### src/rtl/arm_mc_pkg.sv
// Shared encodings for the multicycle ARM controller: FSM states, ALU opcodes,
// data-processing cmd values, condition codes and datapath mux selects.
package arm_mc_pkg;

    typedef enum logic [3:0] {
        S_FETCH  = 4'd0,
        S_DECODE = 4'd1,
        S_MEMADR = 4'd2,
        S_MEMRD  = 4'd3,
        S_MEMWB  = 4'd4,
        S_MEMWR  = 4'd5,
        S_EXECR  = 4'd6,
        S_EXECI  = 4'd7,
        S_ALUWB  = 4'd8,
        S_BRANCH = 4'd9
    } state_t;

    localparam logic [2:0] ALU_ADD = 3'd0;
    localparam logic [2:0] ALU_SUB = 3'd1;
    localparam logic [2:0] ALU_AND = 3'd2;
    localparam logic [2:0] ALU_ORR = 3'd3;
    localparam logic [2:0] ALU_EOR = 3'd4;

    localparam logic [3:0] CMD_AND = 4'b0000;
    localparam logic [3:0] CMD_EOR = 4'b0001;
    localparam logic [3:0] CMD_SUB = 4'b0010;
    localparam logic [3:0] CMD_ADD = 4'b0100;
    localparam logic [3:0] CMD_TST = 4'b1000;
    localparam logic [3:0] CMD_CMP = 4'b1010;
    localparam logic [3:0] CMD_ORR = 4'b1100;

    localparam logic [1:0] OP_DP  = 2'b00;
    localparam logic [1:0] OP_MEM = 2'b01;
    localparam logic [1:0] OP_BR  = 2'b10;

    localparam logic [3:0] COND_EQ = 4'h0;
    localparam logic [3:0] COND_NE = 4'h1;
    localparam logic [3:0] COND_CS = 4'h2;
    localparam logic [3:0] COND_CC = 4'h3;
    localparam logic [3:0] COND_MI = 4'h4;
    localparam logic [3:0] COND_PL = 4'h5;
    localparam logic [3:0] COND_VS = 4'h6;
    localparam logic [3:0] COND_VC = 4'h7;
    localparam logic [3:0] COND_HI = 4'h8;
    localparam logic [3:0] COND_LS = 4'h9;
    localparam logic [3:0] COND_GE = 4'hA;
    localparam logic [3:0] COND_LT = 4'hB;
    localparam logic [3:0] COND_GT = 4'hC;
    localparam logic [3:0] COND_LE = 4'hD;
    localparam logic [3:0] COND_AL = 4'hE;
    localparam logic [3:0] COND_NV = 4'hF;

    localparam logic [1:0] RES_ALUOUT    = 2'b00;
    localparam logic [1:0] RES_DATA      = 2'b01;
    localparam logic [1:0] RES_ALURESULT = 2'b10;

    localparam logic [1:0] SRCB_RD2  = 2'b00;
    localparam logic [1:0] SRCB_IMM  = 2'b01;
    localparam logic [1:0] SRCB_FOUR = 2'b10;

endpackage

### src/rtl/condcheck_mc.sv
// Combinational ARM condition evaluation: Cond field against held {N,Z,C,V}.
module condcheck_mc
    import arm_mc_pkg::*;
(
    input  logic [3:0] cond,
    input  logic [3:0] flags,
    output logic       condex
);
    logic n, z, c, v;
    assign {n, z, c, v} = flags;

    always_comb begin
        condex = 1'b1;
        case (cond)
            COND_EQ: condex = z;
            COND_NE: condex = ~z;
            COND_CS: condex = c;
            COND_CC: condex = ~c;
            COND_MI: condex = n;
            COND_PL: condex = ~n;
            COND_VS: condex = v;
            COND_VC: condex = ~v;
            COND_HI: condex = c & ~z;
            COND_LS: condex = ~c | z;
            COND_GE: condex = (n == v);
            COND_LT: condex = (n != v);
            COND_GT: condex = ~z & (n == v);
            COND_LE: condex = z | (n != v);
            // NV is deliberately executed unconditionally, like AL
            COND_AL, COND_NV: condex = 1'b1;
        endcase
    end
endmodule

### src/rtl/controller_mc.sv
// Multicycle ARM control unit: Moore FSM over FETCH..BRANCH, internal NZCV
// register, and CondExR gating every architectural write of the instruction.
module controller_mc
    import arm_mc_pkg::*;
#(
    parameter int ALUCTRL_W = 3,
    parameter bit CMP_EN    = 1'b1
) (
    input  logic                 clk,
    input  logic                 reset_n,
    input  logic [31:0]          Instr,
    input  logic [3:0]           ALUFlags,
    output logic                 PCWrite,
    output logic                 AdrSrc,
    output logic                 MemWrite,
    output logic                 IRWrite,
    output logic [1:0]           ResultSrc,
    output logic                 ALUSrcA,
    output logic [1:0]           ALUSrcB,
    output logic [ALUCTRL_W-1:0] ALUControl,
    output logic [1:0]           ImmSrc,
    output logic [1:0]           RegSrc,
    output logic                 RegWrite,
    output logic                 Illegal,
    output logic [3:0]           State
);
    state_t     state, state_n;
    logic [3:0] flags;
    logic       condex, condexr;
    logic [1:0] op, flagw;
    logic [3:0] cmd;
    logic       s_bit, rd_pc, dp_legal, dp_arith, flag_only, illegal_op, in_exec;
    logic [2:0] dp_alu, alu_sel;
    logic       unused_bits;

    assign op          = Instr[27:26];
    assign cmd         = Instr[24:21];
    assign s_bit       = Instr[20];
    assign rd_pc       = (Instr[15:12] == 4'd15);
    assign unused_bits = ^{Instr[19:16], Instr[11:0]};

    condcheck_mc u_condcheck (.cond(Instr[31:28]), .flags(flags), .condex(condex));

    always_comb begin
        dp_legal  = 1'b1;
        dp_arith  = 1'b0;
        flag_only = 1'b0;
        dp_alu    = ALU_ADD;
        case (cmd)
            CMD_ADD: begin dp_alu = ALU_ADD; dp_arith = 1'b1; end
            CMD_SUB: begin dp_alu = ALU_SUB; dp_arith = 1'b1; end
            CMD_AND: dp_alu = ALU_AND;
            CMD_ORR: dp_alu = ALU_ORR;
            CMD_EOR: begin dp_alu = ALU_EOR; dp_legal = (ALUCTRL_W >= 3); end
            CMD_CMP: begin dp_alu = ALU_SUB; dp_arith = 1'b1; flag_only = 1'b1; dp_legal = CMP_EN; end
            CMD_TST: begin dp_alu = ALU_AND; flag_only = 1'b1; dp_legal = CMP_EN; end
            default: dp_legal = 1'b0;
        endcase
    end

    assign illegal_op = (op == 2'b11) || ((op == OP_DP) && !dp_legal);
    // CMP/TST always write flags; logical ops leave C and V untouched
    assign flagw      = (s_bit || flag_only) ? (dp_arith ? 2'b11 : 2'b10) : 2'b00;
    assign in_exec    = (state == S_EXECR) || (state == S_EXECI);

    always_ff @(posedge clk or negedge reset_n) begin
        if (!reset_n) begin
            state   <= S_FETCH;
            flags   <= 4'b0000;
            condexr <= 1'b0;
        end else begin
            state <= state_n;
            if (state == S_DECODE) condexr <= condex;
            if (in_exec && condexr) begin
                if (flagw[1]) flags[3:2] <= ALUFlags[3:2];
                if (flagw[0]) flags[1:0] <= ALUFlags[1:0];
            end
        end
    end

    always_comb begin
        state_n   = state;
        PCWrite   = 1'b0;
        AdrSrc    = 1'b0;
        MemWrite  = 1'b0;
        IRWrite   = 1'b0;
        ResultSrc = RES_ALUOUT;
        ALUSrcA   = 1'b0;
        ALUSrcB   = SRCB_RD2;
        alu_sel   = ALU_ADD;
        RegWrite  = 1'b0;
        Illegal   = 1'b0;
        case (state)
            S_FETCH: begin
                IRWrite   = 1'b1;
                PCWrite   = 1'b1;
                ALUSrcA   = 1'b1;
                ALUSrcB   = SRCB_FOUR;
                ResultSrc = RES_ALURESULT;
                state_n   = S_DECODE;
            end
            S_DECODE: begin
                ALUSrcA = 1'b1;
                ALUSrcB = SRCB_FOUR;
                if (illegal_op) begin
                    Illegal = 1'b1;
                    state_n = S_FETCH;
                end else if (op == OP_MEM) begin
                    state_n = S_MEMADR;
                end else if (op == OP_BR) begin
                    state_n = S_BRANCH;
                end else begin
                    state_n = Instr[25] ? S_EXECI : S_EXECR;
                end
            end
            S_MEMADR: begin
                ALUSrcB = SRCB_IMM;
                state_n = Instr[20] ? S_MEMRD : S_MEMWR;
            end
            S_MEMRD: begin
                AdrSrc  = 1'b1;
                state_n = S_MEMWB;
            end
            S_MEMWB: begin
                ResultSrc = RES_DATA;
                RegWrite  = condexr;
                PCWrite   = condexr & rd_pc;
                state_n   = S_FETCH;
            end
            S_MEMWR: begin
                AdrSrc   = 1'b1;
                MemWrite = condexr;
                state_n  = S_FETCH;
            end
            S_EXECR, S_EXECI: begin
                ALUSrcB = (state == S_EXECI) ? SRCB_IMM : SRCB_RD2;
                alu_sel = dp_alu;
                state_n = flag_only ? S_FETCH : S_ALUWB;
            end
            S_ALUWB: begin
                ResultSrc = RES_ALUOUT;
                RegWrite  = condexr;
                PCWrite   = condexr & rd_pc;
                state_n   = S_FETCH;
            end
            S_BRANCH: begin
                ALUSrcB   = SRCB_IMM;
                ResultSrc = RES_ALURESULT;
                PCWrite   = condexr;
                state_n   = S_FETCH;
            end
            default: state_n = S_FETCH;
        endcase
    end

    assign ALUControl = ALUCTRL_W'(alu_sel);
    assign ImmSrc     = ((state != S_FETCH) && (op != 2'b11)) ? op : 2'b00;
    assign RegSrc     = (state != S_FETCH) ? {op == OP_MEM, op == OP_BR} : 2'b00;
    assign State      = state;
endmodule

### config.mk
export PLATFORM = sky130hd
export DESIGN_NAME = controller_mc
export DESIGN_NICKNAME = d
export VERILOG_FILES = /design/src/rtl/arm_mc_pkg.sv /design/src/rtl/condcheck_mc.sv /design/src/rtl/controller_mc.sv
export SDC_FILE = /design/constraint.sdc
export NUM_CORES = 1
export LEC_CHECK = 0
export ABC_AREA = 1
export BUFFER_PORTS_ARGS = -buffer_cell sky130_fd_sc_hd__buf_2
export CORE_MARGIN = 3
export CORE_UTILIZATION = 44
export DETAILED_ROUTE_END_ITERATION = 6
export GPL_TIMING_DRIVEN = 0
export PLACE_DENSITY = 0.89
export SLEW_MARGIN = 15
export SYNTH_ARGS = -nofsm -noshare
export SYNTH_HDL_FRONTEND = slang
export SYNTH_HIERARCHICAL = 1
export SYNTH_SLANG_ARGS = --single-unit
### constraint.sdc
create_clock -name clk -period 1.88 [get_ports clk]
set_clock_uncertainty 0.2 [all_clocks]
set_input_delay 0.376 -clock clk [delete_from_list [all_inputs] [get_ports clk]]
set_output_delay 0.376 -clock clk [all_outputs]
set_load 0.005 [all_outputs]
After elaboration in Yosys (flattened, before gate mapping):

Index checks and enable logic that the tools add are counted.

* register bits: 9
* output and inout port bits: 22

* equal/unequal tests: 37
* multiplexer cells: 28
* bitwise operators: 9
* reduce and logical (&&, ||, !) cells: 26

Operators by type and width (count)
* 4-bit == test, second input constant: 14
* 4-bit by 3-bit == test with 1-bit output, second input constant: 9
* 4-bit by 2-bit == test with 1-bit output, second input constant: 5
* 4-bit case mux with 5 select lines: 1
* 2-bit OR reduction: 10
* 4-bit 2-to-1 mux: 4
* 1-bit case mux with 15 select lines: 1
* 1-bit 2-to-1 mux: 13
* 4-bit by 1-bit == test with 1-bit output, second input constant: 3
* 4-bit logical NOT: 3
* 3-bit case mux with 4 select lines: 1
* 7-bit OR reduction: 1
* 2-bit 2-to-1 mux: 3
* 3-bit 2-to-1 mux: 2
* 2-bit case mux with 3 select lines: 1
* 2-bit == test, second input constant: 2
* 1-bit inverter: 4
* 2-bit case mux with 2 select lines: 1
* 2-bit AND reduction: 2
* 4-bit nonzero test: 1
* 1-bit bitwise AND: 3
* 1-bit logical AND: 3
* 1-bit logical OR: 3
* 1-bit case mux with 3 select lines: 1
* 8 further kinds: 9

Logic depth before layout (Yosys ltp):

* depth in word-level cells: 8
* mapped depth: 10

Cells and area by module:

Netlist, hierarchy kept.

Modules (own cells, without submodules)
* controller_mc: times used 1, cells an instance 122, area an instance 805.8 um2, seq. area each 225.2 um2
* condcheck_mc: times used 1, cells an instance 52, area an instance 232.7 um2, seq. area each 0.0 um2

Worst setup path after synthesis:

OpenSTA, ideal clock, no wires.

* path kind: register to output
* start point: register state[1] (netlist: State[1])
* end point: output port PCWrite
* arrival time: 1.010 ns
* data required time: 1.304 ns
* slack: 0.294 ns
* cell stages (with the launch flop): 7
* path buffers: 1
* path through: dfrtp_1 buf_6 inv_1 nand2_1 nor2_4 inv_1 nand3_1

* word-level cells in the longest chain between the ends: 3

Ends and longest elaborated chain
* start, declared: RTL line controller_mc.sv:27 `state_t state, state_n;`
* start signal, assigned: RTL line controller_mc.sv:72 `state <= state_n;`
* 4-bit == test or 4-bit by 3-bit == test with 1-bit output (tied branches): RTL line controller_mc.sv:93 `case (state)`
* 2-bit OR reduction (no source line)
* 1-bit case mux with 3 select lines *: RTL line controller_mc.sv:93
* end, declared: RTL line controller_mc.sv:13 `output logic PCWrite,`

Mark *: on every way between the ends. The rest lies on a longest branch, timed or not.

Final worst setup path:

* start point: register state[2] (netlist: State[2])
* end point: output port ALUSrcB[0]

* word-level cells in the longest chain between the ends: 3

Ends and longest elaborated chain
* 4-bit by 3-bit == test with 1-bit output, or another cell as far along: RTL line controller_mc.sv:93, controller_mc.sv:136
* 1-bit 2-to-1 mux, or another cell as far along: RTL line controller_mc.sv:136 `ALUSrcB = (state == S_EXECI) ? SRCB_IMM : SRCB_RD2;`
* 2-bit case mux with 3 select lines *: RTL line controller_mc.sv:93
* end, declared: RTL line controller_mc.sv:19 `output logic [1:0] ALUSrcB,`

Marked as above.

==> results_dict.tcl <==
set metrics [dict create \
    fp-row-count 16 \
    drive_above_1_share 0.401 \
    synth_edf_count 0 \
    place_area_sq_um 1290 \
    yosys_warnings 6 \
    antenna_found_initial 0 \
    hold_viol_final 0 \
    ys_seq_area_frac 0.217 \
    cp.arrival_ns 1.43 \
    grt_max_degree 10 \
    max_freq_mhz 498 \
    status "complete, but fails checks" \
    clock_latency_ns 0.27 \
    place_inst 244 \
    cap_violations 0 \
    syn-num-nets 217 \
    ys_top_cells_by_area "dfrtp_1 22%, nand2_1 19%, nor2_1 10%" \
    grt_pass1_wl_um 4510 \
    synth_seq_cells 9 \
    peakVddDrop_mv 1.16 \
    dieHeight_um 54.6 \
    power_density_nw_per_um2 1140 \
    avgSynthCellArea_sq_um 5.97 \
    final_cell_count_no_fill 259 \
    cts_made_buffers 3 \
    htree_levels 1 \
    portBuffers 43 \
    areaGrowthSynthToFinish_pct 44.0 \
    cellLeakagePower_nw 0.835 \
    track_usage 0.205 \
    ys_top_cells_by_count "53 x nand2_1, 28 x nor2_1, 25 x inv_1, 16 x nand3_1, 9 x dfrtp_1" \
    clock-sinks 9 \
    cts_tree "done" \
    synth_cells 174 \
    period_needed_ns 2.01 \
    synthArstFlopShare 1.00 \
    p_total_mw 1.71 \
    ios 60 \
    synth_ff_type "dfrtp_1" \
    ys_types 25 \
    syn_area_sq_um 1040 \
    drc 0 \
    synth_top_cell_by_area "dfrtp_1" \
    nets 276 \
    drtAntennaViolNets 0 \
    grt_overflow 0 \
    clkTransAtPathRegs_ns 0.06 \
    grt_pass1_vias 1153 \
    violations "negative setup slack" \
    start_kind "register" \
    hold_path.class "in -> reg" \
    antennaDiodeCount 0 \
    crit_fanout 3 \
    period_share 1.07 \
    drt_iter0_markers 24 \
    cts_buffer_depth 2 \
    utilization 0.711 \
    gp_congestion 0.846 \
    setup_slack_ns -0.129 \
    finalWirelength_um 3010 \
    die_x_um 54.6 \
    fillCellCount 183 \
    worstSetupPathType "reg -> out" \
    regArea_sq_um 229 \
    start_util 0.494 \
    design_area_sq_um 1500 \
    holdPathStages 3 \
    root_buffer "clkbuf_4" \
    synth_top_area_share 0.217 \
    rsz0062_at_grt "true" \
    wl_per_cell_um 11.6 \
    relSlewSlack 0.812 \
    hpwl_um 2120 \
    drtPass1Iterations 4 \
    yosysMostFrequentCell "nand2_1" \
    end_kind "output port" \
    worst_slew_pin_slew_ns 0.282 \
    vias 1319 \
    r2r_cells 8 \
    viasPerCell 5.09 \
    multiInputGateArea_sq_um 763 \
    setup_viol 14 \
    maxSlewViolCount 0 \
    required_ns 1.30 \
    die-area_sq_um 2980 \
    core_area_sq_um 2100 \
]
final timing paths:
check                            start         end  slack [ns]
max                           State[2]  ALUSrcB[0]       -0.13
min                        ALUFlags[3]    flags[3]        0.15
max reg2reg                   State[3]    flags[1]        0.28
min reg2reg                   flags[0]    flags[0]        0.32
max in group asynchronous      reset_n    State[3]        1.00
min in group asynchronous      reset_n    State[1]        0.28
repair_timing:
| item | CTS | global route |
|---|---|---|
| cloned | 0 | 0 |
| endpoints found under the hold margin | 9 | 0 |
| setup endpoints to repair | 12 | 17 |
| gates resized for setup | 8 | 20 |
| pin swaps | 5 | 9 |
| setup buffers | 7 | 4 |
| hold buffers | 1 | 0 |
registers in the layout (all words and copies together), names as in the netlist:
register / cells
State: 4
condexr: 1
flags: 4
stage by stage:
stage / setup slack, ns / setup TNS, ns / hold WS (ns)
after floorplan: 0.294 / 0 / -0.120
after global placement: 0.0202 / 0 / 0.0366
after detailed placement: -0.0156 / -0.0156 / 0.0397
after CTS: -0.0666 / -0.368 / 0.138
after global routing: -0.213 / -1.98 / 0.147
final: -0.129 / -0.765 / 0.150
worst max-delay path, cell delays in order (launching register included):
cell and delay [ns]:
dfrtp_2 0.44, inv_2 0.09, nand2_1 0.14, nor3_4 0.19, nor2_1 0.07, o31ai_1 0.07, buf_2 0.17
kinds of logic (layout without fill, tap and decap cells):
group	after synthesis	in the layout	synth area share
AO/OA/AOI/OAI	10	10	0.0566
adder cells (fa/ha/maj)	5	5	0.0602
buffers and inverters	31	89	0.123
flip-flops	9	9	0.217
AND/OR/NAND/NOR	119	119	0.543
cells in the final DEF (no fill, tap or decap), drive strengths merged:
cell and count:
buf 55, nand2 54, nor2 36, inv 27, nand3 18, dfrtp 9, ha 5, a21oi 5
nor3 5, nand4 4, clkbuf 4, o21ai 3, clkinv 2, or2 1, o31ai 1, o211ai 1
dlygate4sd3 1, nand3b 1
final cells by class:
class	instances	share of cell area
well taps	27	0.0226
repair buffers	55	0.214
flip-flops and latches	9	0.153
plain buffers	1	0.00753
clock buffers	4	0.0176
inverters	29	0.0745
multi-input cells	134	0.510
metal layers:
metal | GRT usage | vias to the layer above | part of all wire
met4 | 0.0705 | 0 | 0.030
met2 | 0.396 | 58 | 0.51
met1 | 0.221 | 585 | 0.39
li1 | - | 662 | -
met3 | 0.0327 | 14 | 0.066
met5 | 0 | - | 0
power by group:
part / leakage, nW / internal, mW / total, mW / switching [mW]
Sequential: 0.113 / 0.273 / 0.371 / 0.0981
Combinational: 0.707 / 0.512 / 1.18 / 0.671
Clock: 0.0150 / 0.0819 / 0.152 / 0.0703
Total: 0.835 / 0.867 / 1.71 / 0.840
(Power assumes the default switching activity.)
